--- src/rtl/seed_pkg.sv ---
// Shared constants, lane-placement helper and FIFO entry layout for the seed packer.
package seed_pkg;

    localparam int SEED_IN_W  = 32;
    localparam int SEED_RATIO = 8;

    typedef struct packed {
        logic                             partial;
        logic [SEED_IN_W*SEED_RATIO-1:0]  data;
    } seed_entry_t;

    // Bit offset of lane k inside the packed output word.
    function automatic int lane_lsb(input int k, input int ratio, input bit msb_first,
                                    input int in_w = SEED_IN_W);
        return msb_first ? (ratio - 1 - k) * in_w : k * in_w;
    endfunction

endpackage

--- src/rtl/seed_out_fifo.sv ---
// Small circular output buffer; head is read combinationally so data is ready with valid.
module seed_out_fifo #(
    parameter int W     = 257,
    parameter int DEPTH = 2
) (
    input  logic                         clk,
    input  logic                         reset,
    input  logic                         push,
    input  logic [W-1:0]                 wdata,
    input  logic                         pop,
    output logic [W-1:0]                 head,
    output logic [$clog2(DEPTH+1)-1:0]   level,
    output logic                         full,
    output logic                         empty
);

    localparam int PW   = (DEPTH > 1) ? $clog2(DEPTH) : 1;
    localparam int LV_W = $clog2(DEPTH + 1);
    localparam logic [PW-1:0]   LAST_PTR = PW'(DEPTH - 1);
    localparam logic [LV_W-1:0] FULL_LVL = LV_W'(DEPTH);

    logic [W-1:0]    mem [DEPTH];
    logic [PW-1:0]   wr_ptr_reg;
    logic [PW-1:0]   rd_ptr_reg;
    logic [LV_W-1:0] level_reg;
    logic            push_en;
    logic            pop_en;

    assign full    = (level_reg == FULL_LVL);
    assign empty   = (level_reg == '0);
    assign push_en = push && !full;
    assign pop_en  = pop && !empty;
    assign head    = mem[rd_ptr_reg];
    assign level   = level_reg;

    always_ff @(posedge clk) begin
        if (push_en) begin
            mem[wr_ptr_reg] <= wdata;
        end
    end

    always_ff @(posedge clk or posedge reset) begin
        if (reset) begin
            wr_ptr_reg <= '0;
            rd_ptr_reg <= '0;
            level_reg  <= '0;
        end else begin
            if (push_en) begin
                wr_ptr_reg <= (wr_ptr_reg == LAST_PTR) ? '0 : wr_ptr_reg + PW'(1);
            end
            if (pop_en) begin
                rd_ptr_reg <= (rd_ptr_reg == LAST_PTR) ? '0 : rd_ptr_reg + PW'(1);
            end
            case ({push_en, pop_en})
                2'b10:   level_reg <= level_reg + LV_W'(1);
                2'b01:   level_reg <= level_reg - LV_W'(1);
                default: level_reg <= level_reg;
            endcase
        end
    end

endmodule

--- src/rtl/seed_packer.sv ---
// Narrow-to-wide seed packer: gathers RATIO words into one wide word, with flush of
// zero-padded partial words and a small output FIFO.
module seed_packer
    import seed_pkg::*;
#(
    parameter int IN_W      = SEED_IN_W,
    parameter int RATIO     = SEED_RATIO,
    parameter int OUT_DEPTH = 2,
    parameter bit MSB_FIRST = 1'b0
) (
    input  logic                             clk,
    input  logic                             reset,
    input  logic                             in_valid,
    output logic                             in_ready,
    input  logic [IN_W-1:0]                  in_data,
    input  logic                             flush,
    output logic                             out_valid,
    input  logic                             out_ready,
    output logic [IN_W*RATIO-1:0]            out_data,
    output logic                             out_partial,
    output logic [$clog2(RATIO)-1:0]         lane_count,
    output logic [$clog2(OUT_DEPTH+1)-1:0]   out_level
);

    localparam int OUT_W = IN_W * RATIO;
    localparam int LC_W  = $clog2(RATIO);
    localparam logic [LC_W-1:0] LAST_LANE = LC_W'(RATIO - 1);

    localparam logic [0:0] ST_IDLE    = 1'b0;
    localparam logic [0:0] ST_PENDING = 1'b1;

    logic [OUT_W-1:0] acc_reg;
    logic [OUT_W-1:0] acc_next;
    logic [OUT_W-1:0] acc_placed;
    logic [LC_W-1:0]  lane_reg;
    logic [LC_W-1:0]  lane_next;
    logic [0:0]       state_reg;
    logic [0:0]       state_next;

    logic             flush_pending;
    logic             last_lane;
    logic             accept;
    logic             commit_full;
    logic             flush_push;
    logic             fifo_push;
    logic             fifo_full;
    logic             fifo_empty;
    logic [OUT_W:0]   fifo_wdata;
    logic [OUT_W:0]   fifo_head;

    // Accumulator with the incoming word dropped into the current lane.
    for (genvar gi = 0; gi < RATIO; gi++) begin : g_lane
        localparam int LSB = lane_lsb(gi, RATIO, MSB_FIRST, IN_W);
        assign acc_placed[LSB +: IN_W] = (lane_reg == LC_W'(gi)) ? in_data
                                                                  : acc_reg[LSB +: IN_W];
    end

    assign flush_pending = (state_reg == ST_PENDING);
    assign last_lane     = (lane_reg == LAST_LANE);
    assign in_ready      = !flush_pending && (!last_lane || !fifo_full);
    assign accept        = in_valid && in_ready;
    assign commit_full   = accept && last_lane;
    assign flush_push    = flush_pending && !fifo_full;
    assign fifo_push     = commit_full || flush_push;
    // Accepts are blocked while pending, so the two push sources never coincide.
    assign fifo_wdata    = commit_full ? {1'b0, acc_placed} : {1'b1, acc_reg};

    always_comb begin
        state_next = state_reg;
        lane_next  = lane_reg;
        acc_next   = acc_reg;
        if (fifo_push) begin
            lane_next  = '0;
            acc_next   = '0;
            state_next = ST_IDLE;
        end else if (accept) begin
            lane_next = lane_reg + LC_W'(1);
            acc_next  = acc_placed;
        end
        // A flush riding on a word-completing beat is absorbed by the full commit.
        if (flush && (state_reg == ST_IDLE) && !commit_full && (accept || (lane_reg != '0))) begin
            state_next = ST_PENDING;
        end
    end

    always_ff @(posedge clk or posedge reset) begin
        if (reset) begin
            acc_reg   <= '0;
            lane_reg  <= '0;
            state_reg <= ST_IDLE;
        end else begin
            acc_reg   <= acc_next;
            lane_reg  <= lane_next;
            state_reg <= state_next;
        end
    end

    seed_out_fifo #(
        .W     (OUT_W + 1),
        .DEPTH (OUT_DEPTH)
    ) u_fifo (
        .clk   (clk),
        .reset (reset),
        .push  (fifo_push),
        .wdata (fifo_wdata),
        .pop   (out_ready),
        .head  (fifo_head),
        .level (out_level),
        .full  (fifo_full),
        .empty (fifo_empty)
    );

    assign out_valid   = !fifo_empty;
    assign out_data    = fifo_empty ? '0 : fifo_head[OUT_W-1:0];
    assign out_partial = !fifo_empty && fifo_head[OUT_W];
    assign lane_count  = lane_reg;

endmodule

--- config.mk ---
export PLATFORM = sky130hd
export DESIGN_NAME = seed_packer
export DESIGN_NICKNAME = d
export VERILOG_FILES = /design/src/rtl/seed_pkg.sv /design/src/rtl/seed_out_fifo.sv /design/src/rtl/seed_packer.sv
export SDC_FILE = /design/constraint.sdc
export NUM_CORES = 1
export LEC_CHECK = 0
export ABC_AREA = 1
export CAP_MARGIN = 40
export CORE_AREA = 2 2 351 353
export CTS_CLUSTER_DIAMETER = 200
export DETAILED_ROUTE_END_ITERATION = 7
export DIE_AREA = 0 0 353 355
export PLACE_DENSITY = 0.49
export SKIP_CTS_REPAIR_TIMING = 1
export SYNTH_ARGS = -nofsm -noshare
export SYNTH_HDL_FRONTEND = slang
export SYNTH_SLANG_ARGS = --single-unit
--- constraint.sdc ---
create_clock -name clk -period 13.5 [get_ports clk]
set_clock_uncertainty 0.2 [all_clocks]
set_input_delay 2.7 -clock clk [delete_from_list [all_inputs] [get_ports clk]]
set_output_delay 2.7 -clock clk [all_outputs]
set_load 0.02 [all_outputs]
* Word-level counts from Yosys, hierarchy flattened
Memories as Yosys holds them, arrays and structs flattened.
Cells that the tools add are included.
** Operators by class
- Add/subtract/negate cells :: 5
- Equal/unequal tests :: 10
- Multiplexer cells :: 21
- Bitwise operators :: 1
- Reduce and logical (&&, ||, !) cells :: 24
** Operators by type and width (number)
- $mux 256 :: 3
- $mux 257 :: 1
- $mux 32 :: 8
- $eq 3x3->1 const B :: 4
- $logic_and 1x1->1 :: 10
- $eq 3x2->1 const B :: 2
- $mux 1 :: 6
- $mux 3 :: 2
- $reduce_bool 2->1 :: 3
- $logic_not 1->1 :: 5
- $eq 2x2->1 const B :: 2
- $pmux 2 s2 :: 1
- $add 3x1->3 const B :: 1
- $eq 3x1->1 const B :: 1
- $logic_not 3->1 :: 1
- $logic_or 1x1->1 :: 3
- $reduce_bool 3->1 :: 1
- $add 1x1->1 const B :: 2
- $add 2x1->2 const B :: 1
- $eq 2x1->1 const B :: 1
- $logic_not 2->1 :: 1
- $sub 2x1->2 const B :: 1
- $not 1->1 :: 1
** Storage, ports and cells
- Register bits :: 264
- RAM bits :: 514
- Input port bits :: 37
- Output and inout port bits :: 264
- Memories :: 1
** Memory list
- u_fifo.mem :: depth 2, width 257, read ports 1, clocked after Yosys merged registers in 0, write ports 1, line seed_out_fifo.sv:22 : logic [W-1:0] mem [DEPTH];

* Depth between registers and ports, before layout
Gate-level depths: netlist of run 1.
- Word-level depth :: 10
- Depth in mapped cells :: 12
- Depth with buffers taken out :: 9

* Cells and area by module
Synthesis of run 1 repeated with hierarchy kept, for this count alone.
** Unflattened totals
- Cell total of the unflattened synthesis :: 4493
- Area, all modules :: 37277.0 sq um
** By module, submodules not included
- seed_out_fifo :: instances 1, cells an instance 1375, area an instance 19185.9 sq um, sequential area each 15534.9 sq um
- seed_packer :: instances 1, cells an instance 3118, area an instance 18091.1 sq um, sequential area each 6506.2 sq um

* Worst setup path before layout of run 1
No wires, ideal clock.
- Path type :: input-to-reg
- Start :: input in_valid
- End :: memory u_fifo.mem[1][0], enable pin
- Setup time :: 885 ps
- Data arrival time :: 14151 ps
- Slack :: -1737 ps
- Cell stages on the path :: 7
- Path buffers :: 3
- Cells stage by stage :: nand4_1 > buf_2 > buf_6 > buf_6 > nand2_1 > inv_1 > nor2_1
** On the way
- Word-level cells in the longest chain between the ends :: 6
** Ends and longest elaborated chain
- from (decl) :: line seed_packer.sv:13 : input logic in_valid,
- $logic_and 1x1->1 :: line seed_packer.sv:61 : assign accept = in_valid && in_ready;
- $logic_and 1x1->1 :: line seed_packer.sv:62 : assign commit_full = accept && last_lane;
- $logic_or 1x1->1 :: line seed_packer.sv:64 : assign fifo_push = commit_full || flush_push;
- $logic_and 1x1->1 :: line seed_out_fifo.sv:31 : assign push_en = push && !full;
- $mux 1 :: line seed_out_fifo.sv:37 : if (push_en) begin
- $mux 1 (not written as such) :: line seed_out_fifo.sv:38 : mem[wr_ptr_reg] <= wdata;
- to (decl) :: line seed_out_fifo.sv:22
Every way passes these cells.

* Final worst setup path of run 1
- Start :: register u_fifo.rd_ptr_reg
- End :: output out_data[151]
** On the way
- Word-level cells in the longest chain between the ends :: 2
** Ends and longest elaborated chain
- from (decl) :: line seed_out_fifo.sv:24 : logic [PW-1:0] rd_ptr_reg;
- from (signal assigned) :: line seed_out_fifo.sv:52 : rd_ptr_reg <= (rd_ptr_reg == LAST_PTR) ? '0 : rd_ptr_reg + PW'(1);
- $mem_v2 2x257
- $mux 256 :: line seed_packer.sv:114 : assign out_data = fifo_empty ? '0 : fifo_head[OUT_W-1:0];
- to (decl) :: line seed_packer.sv:19 : output logic [IN_W*RATIO-1:0] out_data,
Every way passes these cells.

==> results of run 1 <==
==> cell type report <==
cell class	instances	share of cell area (%)
Clock buffer	115	5.55
Sequential cell	778	49.9
Clock inverter	51	1.34
Inverter	273	2.39
Antenna cell	2	0.0113
Multi-Input combinational cell	2609	27.0
Timing Repair Buffer	383	9.19
Tap cell	1625	4.61
==> cells in the final DEF (no fill, tap or decap), types with 11 or more instances in the layout <==
cell type and count:
sky130_fd_sc_hd__inv_1 268, sky130_fd_sc_hd__buf_4 60, sky130_fd_sc_hd__o211ai_1 173, sky130_fd_sc_hd__edfxtp_1 514, sky130_fd_sc_hd__clkdlybuf4s50_1 300, sky130_fd_sc_hd__nor2_1 52
sky130_fd_sc_hd__clkbuf_16 93, sky130_fd_sc_hd__bufinv_16 12, sky130_fd_sc_hd__buf_16 19, sky130_fd_sc_hd__clkbuf_1 18, sky130_fd_sc_hd__dfrtp_1 263, sky130_fd_sc_hd__a21oi_1 309
sky130_fd_sc_hd__nand3_1 263, sky130_fd_sc_hd__nand2_1 1329, sky130_fd_sc_hd__clkinv_2 13, sky130_fd_sc_hd__clkinv_1 11, sky130_fd_sc_hd__o21ai_0 462
==> power breakdown <==
group / leakage [nW] / total (mW) / internal [mW] / switching (mW)
clock: 1.47 / 2.53 / 1.51 / 1.01
combinational: 7.94 / 5.14 / 1.72 / 3.41
sequential: 8.46 / 3.95 / 3.58 / 0.373
total: 17.9 / 11.6 / 6.82 / 4.80
==> worst paths after layout <==
kind	start	to	slack, ps	cells after the start
hold / removal	u_fifo.wr_ptr_reg$_DFFE_PP0P_	u_fifo.wr_ptr_reg$_DFFE_PP0P_	320	2
max in group asynchronous	reset	acc_reg[71]$_DFFE_PP0P_	9510	4
setup reg to reg	lane_count[0]$_DFFE_PP0P_	u_fifo.mem[1][111]$_DFFE_PP_	8990	9
hold reg to reg	u_fifo.wr_ptr_reg$_DFFE_PP0P_	u_fifo.wr_ptr_reg$_DFFE_PP0P_	320	2
setup / recovery	u_fifo.rd_ptr_reg$_DFFE_PP0P_	out_data[151]	6570	6
min in group asynchronous	reset	acc_reg[178]$_DFFE_PP0P_	2430	2
==> critical path: cells and delay by family, from the launching register on <==
kind | cells | cell delay (ps)
AND/OR/NAND/NOR | 1 | 110
buffers and inverters | 4 | 2050
flip-flops | 1 | 840
AO/OA/AOI/OAI | 1 | 230
==> through the flow <==
step                      area (sq um)  worst slack, ps
final                            44100             6570
after global routing             44100             6240
after CTS                        44100             6500
after detailed placement         41100             6630
after global placement           40600             6650
after floorplan                  36300             2750
==> cell families after synthesis <==
family | after synthesis | share of synthesized area (%)
flip-flops | 778 | 60.7
buffers and inverters | 604 | 6.70
AO/OA/AOI/OAI | 944 | 14.2
adder cells (fa/ha/maj) | 7 | 0.241
AND/OR/NAND/NOR | 1655 | 18.1
XOR/XNOR | 3 | 0.0724
==> layer usage <==
metal  track usage (%)  wire, um  vias up  share of wire [%]
li1                  -         -    13700                  -
met1              28.6     59000    14000                 47
met2              30.0     56200      884                 45
met3              2.96      7730      134                6.1
met4              5.69      2890        0                2.3
met5                 0         0        -                  0
==> key figures, run 1 <==
Yosys
  – Sequential-to-total area share from yosys stat: 60.7%
  – Number of nets produced by synthesis: 4035
  – Number of distinct library cells after synthesis: 21
  – Most common cell in the netlist: sky130_fd_sc_hd__nand2_1
  – Area share of the largest cell type after synthesis: 42.5%
  – Most area-consuming cells after synthesis: sky130_fd_sc_hd__edfxtp_1 (43%), sky130_fd_sc_hd__dfrtp_1 (18%), sky130_fd_sc_hd__nand2_1 (14%)
  – Post-synth top cells: sky130_fd_sc_hd__nand2_1 (1336), sky130_fd_sc_hd__edfxtp_1 (514), sky130_fd_sc_hd__o21ai_0 (462)
  – Count of flip-flops with a built-in enable after synthesis: 514
  – Mapped Cells: 3991
  – FF+latch count, synth: 778
  – Per-instance average area after synthesis: 9.10 sq um
  – Async set-reset flop share out of synthesis: 33.9%
  – Synthesis Warnings: 0
  – Top_reg_cell synth: sky130_fd_sc_hd__edfxtp_1
  – Cell type contributing the most total cell area after synthesis: sky130_fd_sc_hd__edfxtp_1
  – Post-synth design cell area: 0.0363 sq mm

Worst hold path
  – Class of the tightest hold or removal check: flip-flop to flip-flop

Clock tree
  – Total number of clock tree sinks: 778
  – Clock tree from TritonCTS: built
  – Number of levels the H-tree was split into: 3
  – CTS clock-pin slew for the worst setup and hold paths: 60 ps
  – Cts bufs inserted: 89
  – Root buffer selected by CTS: sky130_fd_sc_hd__clkbuf_16
  – Clock latency of the later-clocked register in the worst-skew pair: 660 ps
  – Buffer depth of the longest clock path: 3

Setup path
  – Critical path type: flip-flop to primary output
  – Cells along the critical path: buf_4 > buf_16 > buf_4 > nand2_1 > a21oi_1 > clkdlybuf4s50_1
  – Required @ worst endpoint: 10600 ps
  – Kind of capture point of the worst setup path: primary output
  – Crit-path slowest cell: sky130_fd_sc_hd__dfrtp_4
  – Category of the worst setup path launch point: flip-flop
  – Critical Path Most Common Cell: sky130_fd_sc_hd__buf_4
  – Largest fanout of any net on the critical path: 84
  – Crit path largest cell delay: 840 ps
  – Arrival time worst endpoint: 4030 ps

Run status
  – Run status: finished clean

Routing
  – Detailed Route Iter0 Violations: 2660
  – Number of remaining DRC errors: 0
  – Total Routed Length: 126000 um
  – Final ANT Viol Nets: 0
  – Routed len/inst: 21.6 um
  – Avg Vias per Cell: 4.93
  – Number of optimization iterations in the first detailed-route pass: 5
  – Count of vias placed by the detailed router: 28.8k

Power
  – Power Density: 263 mW/mm^2
  – Static power due to leakage: 17.9 nW
  – VDD IR-drop max: 0.193 mV
  – Tot Pwr: 11.6 mW

Floorplanning
  – Die area: 0.125 sq mm
  – Initial Utilization: 29.9%
  – Core Box Area: 0.121 sq mm
  – DIE WIDTH: 353 um
  – Row Count: 128
  – Die Height: 355 um
  – IO Pins: 301

Final layout
  – Non-filler instance count after layout: 5836
  – Multi-input gate area in the final layout: 0.0119 sq mm
  – Area growth, synth to finish: 21.6%
  – Fraction of final layout cells with drive strength greater than 1: 5.65%
  – Net total in the final layout: 4178
  – Number of flip-flops in the largest register: 514
  – Count of fill cells added during filler insertion: 12.2k
  – Fin util: 36.4%
  – Area of all sequential standard cells: 0.0220 sq mm

Global routing
  – Total global-route track usage: 19.6%
  – Overflow left after global routing: 0
  – Pin count of the biggest net entering global routing: 210
  – First-pass GRT wire length: 182000 um
  – Antenna violations before repair: 11
  – Number of global-route vias before repair: 26.3k

Timing
  – Crit path time final: 6930 ps
  – Max_slew headroom: 29.8%
  – Worst hold slack across all endpoints: 316 ps
  – Unrepaired setup endpoints after global routing: false
  – Final cycle utilization of the critical path: 51.4%
  – Max Slew Vio Count: 0
  – Pin slew with the least headroom to its limit: 1050 ps
  – Setup-failing EPs final: 0
  – Maximum frequency from static timing analysis: 144 MHz
  – Hold violation total from the final report: 0
  – Sum Neg Setup Slack: 0 ps

Placement
  – Number of cells in the design after placement: 5668
  – RD Place Congestion: 0.748
  – Detailed Place HPWL: 75800 um
  – Count of buffers from port buffering: 300

Job
  – Number of maximum-capacitance violations: 0
Power figures use the tool's default switching activity.
==> inputs of run 2 (changes only) <==
clock period = 5.87 ns   (was 13.5 ns; I/O delays follow)
==> key figures, run 2 (synthesis results as in run 1) <==
Run status
  – Run status: finished clean

Timing
  – Hold violation total from the final report: 0 (unchanged)
  – Crit path time final: 5010 ps
  – Maximum frequency from static timing analysis: 200 MHz
  – Final WS setup: 859 ps (-5710 ps)
  – Pin slew with the least headroom to its limit: 1160 ps (+106 ps)
  – Unrepaired setup endpoints after global routing: false
  – Setup-failing EPs final: 0 (unchanged)
  – Max Slew Vio Count: 0 (unchanged)
  – Final cycle utilization of the critical path: 85.4%
  – Max_slew headroom: 22.7% (-7.1 points)
  – Worst hold slack across all endpoints: 306 ps (-10.5 ps)

Routing
  – Number of optimization iterations in the first detailed-route pass: 5 (unchanged)
  – Routed len/inst: 21.8 um (+1.1%)
  – Total Routed Length: 127000 um (+1.1%)
  – Final ANT Viol Nets: 0 (unchanged)
  – Count of vias placed by the detailed router: 29.0k (+0.73%)
  – Number of remaining DRC errors: 0 (unchanged)
  – Avg Vias per Cell: 4.97 (+0.75%)
  – Detailed Route Iter0 Violations: 2611 (-1.8%)

Power
  – Power Density: 604 mW/mm^2 (+130%)
  – Comb pwr share: 45.5% (+1.3 points)
  – Internal power: 15.3 mW (+120%)
  – Net switching power figure: 11.2 mW (+130%)
  – Part of the total power dissipated in sequential elements: 34.3% (+0.3 points)
  – Static power due to leakage: 17.7 nW (-0.71%)
  – Clock power frac: 20.2% (-1.6 points)
  – VDD IR-drop max: 0.361 mV (+87%)
  – Switch share: 42.4% (+1.1 points)

Clock tree
  – Clock latency of the later-clocked register in the worst-skew pair: 670 ps (about the same)
  – CTS clock-pin slew for the worst setup and hold paths: 60 ps (about the same)
  – Buffer depth of the longest clock path: 3 (unchanged)
  – Total number of clock tree sinks: 778 (unchanged)
  – Cts bufs inserted: 88 (-1.1%)
  – Clock tree from TritonCTS: built
  – Root buffer selected by CTS: sky130_fd_sc_hd__clkbuf_16
  – Number of levels the H-tree was split into: 3 (unchanged)

Global routing
  – Routing usage on met3: 3.12% (+0.15 points)
  – Overflow left after global routing: 0 (unchanged)
  – Met1 usage in global routing: 28.8% (+0.23 points)
  – Total global-route track usage: 19.7% (+0.17 points)
  – First-pass GRT wire length: 185000 um (+1.6%)
  – Pin count of the biggest net entering global routing: 205 (-2.4%)
  – Busiest layer in global routing: met2
  – Met2 layer usage reported by global route: 30.3% (+0.27 points)
  – Antenna violations before repair: 8 (-3)
  – Number of global-route vias before repair: 26.3k (+0.13%)

Floorplanning
  – Row Count: 128 (unchanged)
  – IO Pins: 301 (unchanged)
  – Die area: 0.125 sq mm (unchanged)
  – Initial Utilization: 29.9% (unchanged)
  – Core Box Area: 0.121 sq mm (unchanged)
  – DIE WIDTH: 353 um (unchanged)
  – Die Height: 355 um (unchanged)

Setup path
  – Required @ worst endpoint: 4500 ps (-6100 ps)
  – Kind of capture point of the worst setup path: primary output
  – Arrival time worst endpoint: 3640 ps (-390 ps)
  – Category of the worst setup path launch point: flip-flop
  – Crit-path slowest cell: sky130_fd_sc_hd__clkdlybuf4s50_1
  – Critical path's top delay family: buffers and inverters
  – Buf/Inv on CP: 3 (-1)
  – Largest fanout of any net on the critical path: 100 (+19%)
  – Crit path largest cell delay: 710 ps (-130 ps)
  – Critical path type: flip-flop to primary output
  – Cells along the critical path: inv_8 > buf_12 > nand2_1 > a21oi_1 > clkdlybuf4s50_1

Final layout
  – Area growth, synth to finish: 21.0%
  – Net total in the final layout: 4179 (+0.024%)
  – Commonest non-fill, non-tap cells in the layout: sky130_fd_sc_hd__nand2_1 (1327), sky130_fd_sc_hd__edfxtp_1 (514), sky130_fd_sc_hd__o21ai_0 (462)
  – Most common cell after layout, fill and taps aside: sky130_fd_sc_hd__nand2_1
  – Fraction of final layout cells with drive strength greater than 1: 5.65% (unchanged)
  – Fin util: 36.2% (-0.18 points)
  – Number of flip-flops in the largest register: 514 (unchanged)

Placement
  – Count of buffers from port buffering: 300 (unchanged)
  – Detailed Place HPWL: 78400 um (+3.3%)
  – Pre-CTS setup slack: 1430 ps (-5200 ps)
  – RD Place Congestion: 0.767 (+2.5%)

Job
  – Number of maximum-capacitance violations: 0 (unchanged)

Worst hold path
  – Class of the tightest hold or removal check: flip-flop to flip-flop
[run 2: worst register-to-register path: stages (launching register included)]
cell and delay (ps):
sky130_fd_sc_hd__dfrtp_1 440, sky130_fd_sc_hd__ha_1 260, sky130_fd_sc_hd__ha_2 300, sky130_fd_sc_hd__buf_4 650
sky130_fd_sc_hd__nand3_1 290, sky130_fd_sc_hd__nand3_4 540, sky130_fd_sc_hd__buf_4 600, sky130_fd_sc_hd__nand2_1 100
sky130_fd_sc_hd__nand3_1 90, sky130_fd_sc_hd__nand2_1 50
[run 2: metal layers]
metal  wire (um)  part of all wire [%]
met2       56900                    45
met3        7460                   5.9
met1       59600                    47
met4        3240                   2.5
met5           0                     0
[run 2: area by class of cell]
type	count	area (sq um)
antenna	1	2.50
clock buffer	120	2360
clock inverter	44	400
fill	12100	77500
inverter	273	1050
multi-input combinational	2609	11900
sequential	778	22000
tap	1625	2030
timing repair buffer	385	4120
[run 2: path summary, 6_finish.rpt]
check,start,end,slack (ps),cells past startpoint
worst max-delay path,u_fifo.rd_ptr_reg$_DFFE_PP0P_,out_data[142],860,5
worst min register to register,u_fifo.wr_ptr_reg$_DFFE_PP0P_,u_fifo.wr_ptr_reg$_DFFE_PP0P_,310,2
worst min-delay path,u_fifo.wr_ptr_reg$_DFFE_PP0P_,u_fifo.wr_ptr_reg$_DFFE_PP0P_,310,2
worst max register to register,lane_count[1]$_DFFE_PP0P_,flush_pending$_DFFE_PP0P_,2220,9
min in group asynchronous,reset,acc_reg[223]$_DFFE_PP0P_,840,3
max in group asynchronous,reset,acc_reg[163]$_DFFE_PP0P_,3670,4
[run 2: per-stage QoR]
step | instances | instance area [sq um] | total power, mW | TNS [ps]
CTS | 5834 | 43900 | 26.8 | 0
floorplan | 3991 | 36300 | 15.9 | -200520
global route | 5834 | 43900 | 28.1 | 0
finish | 5835 | 43900 | 26.5 | 0
detailed placement | 5670 | 41200 | 21.4 | 0
global placement | 5654 | 40800 | 21.2 | 0
[run 2: power by group through the flow]
stage	Clock [mW]	Sequential, mW	Combinational, mW
CTS	5.47	9.10	12.2
detailed placement	0	9.20	12.2
finish	5.36	9.10	12.1
global placement	0	9.18	12.0
global route	5.69	9.27	13.2
floorplan	0	9.07	6.81
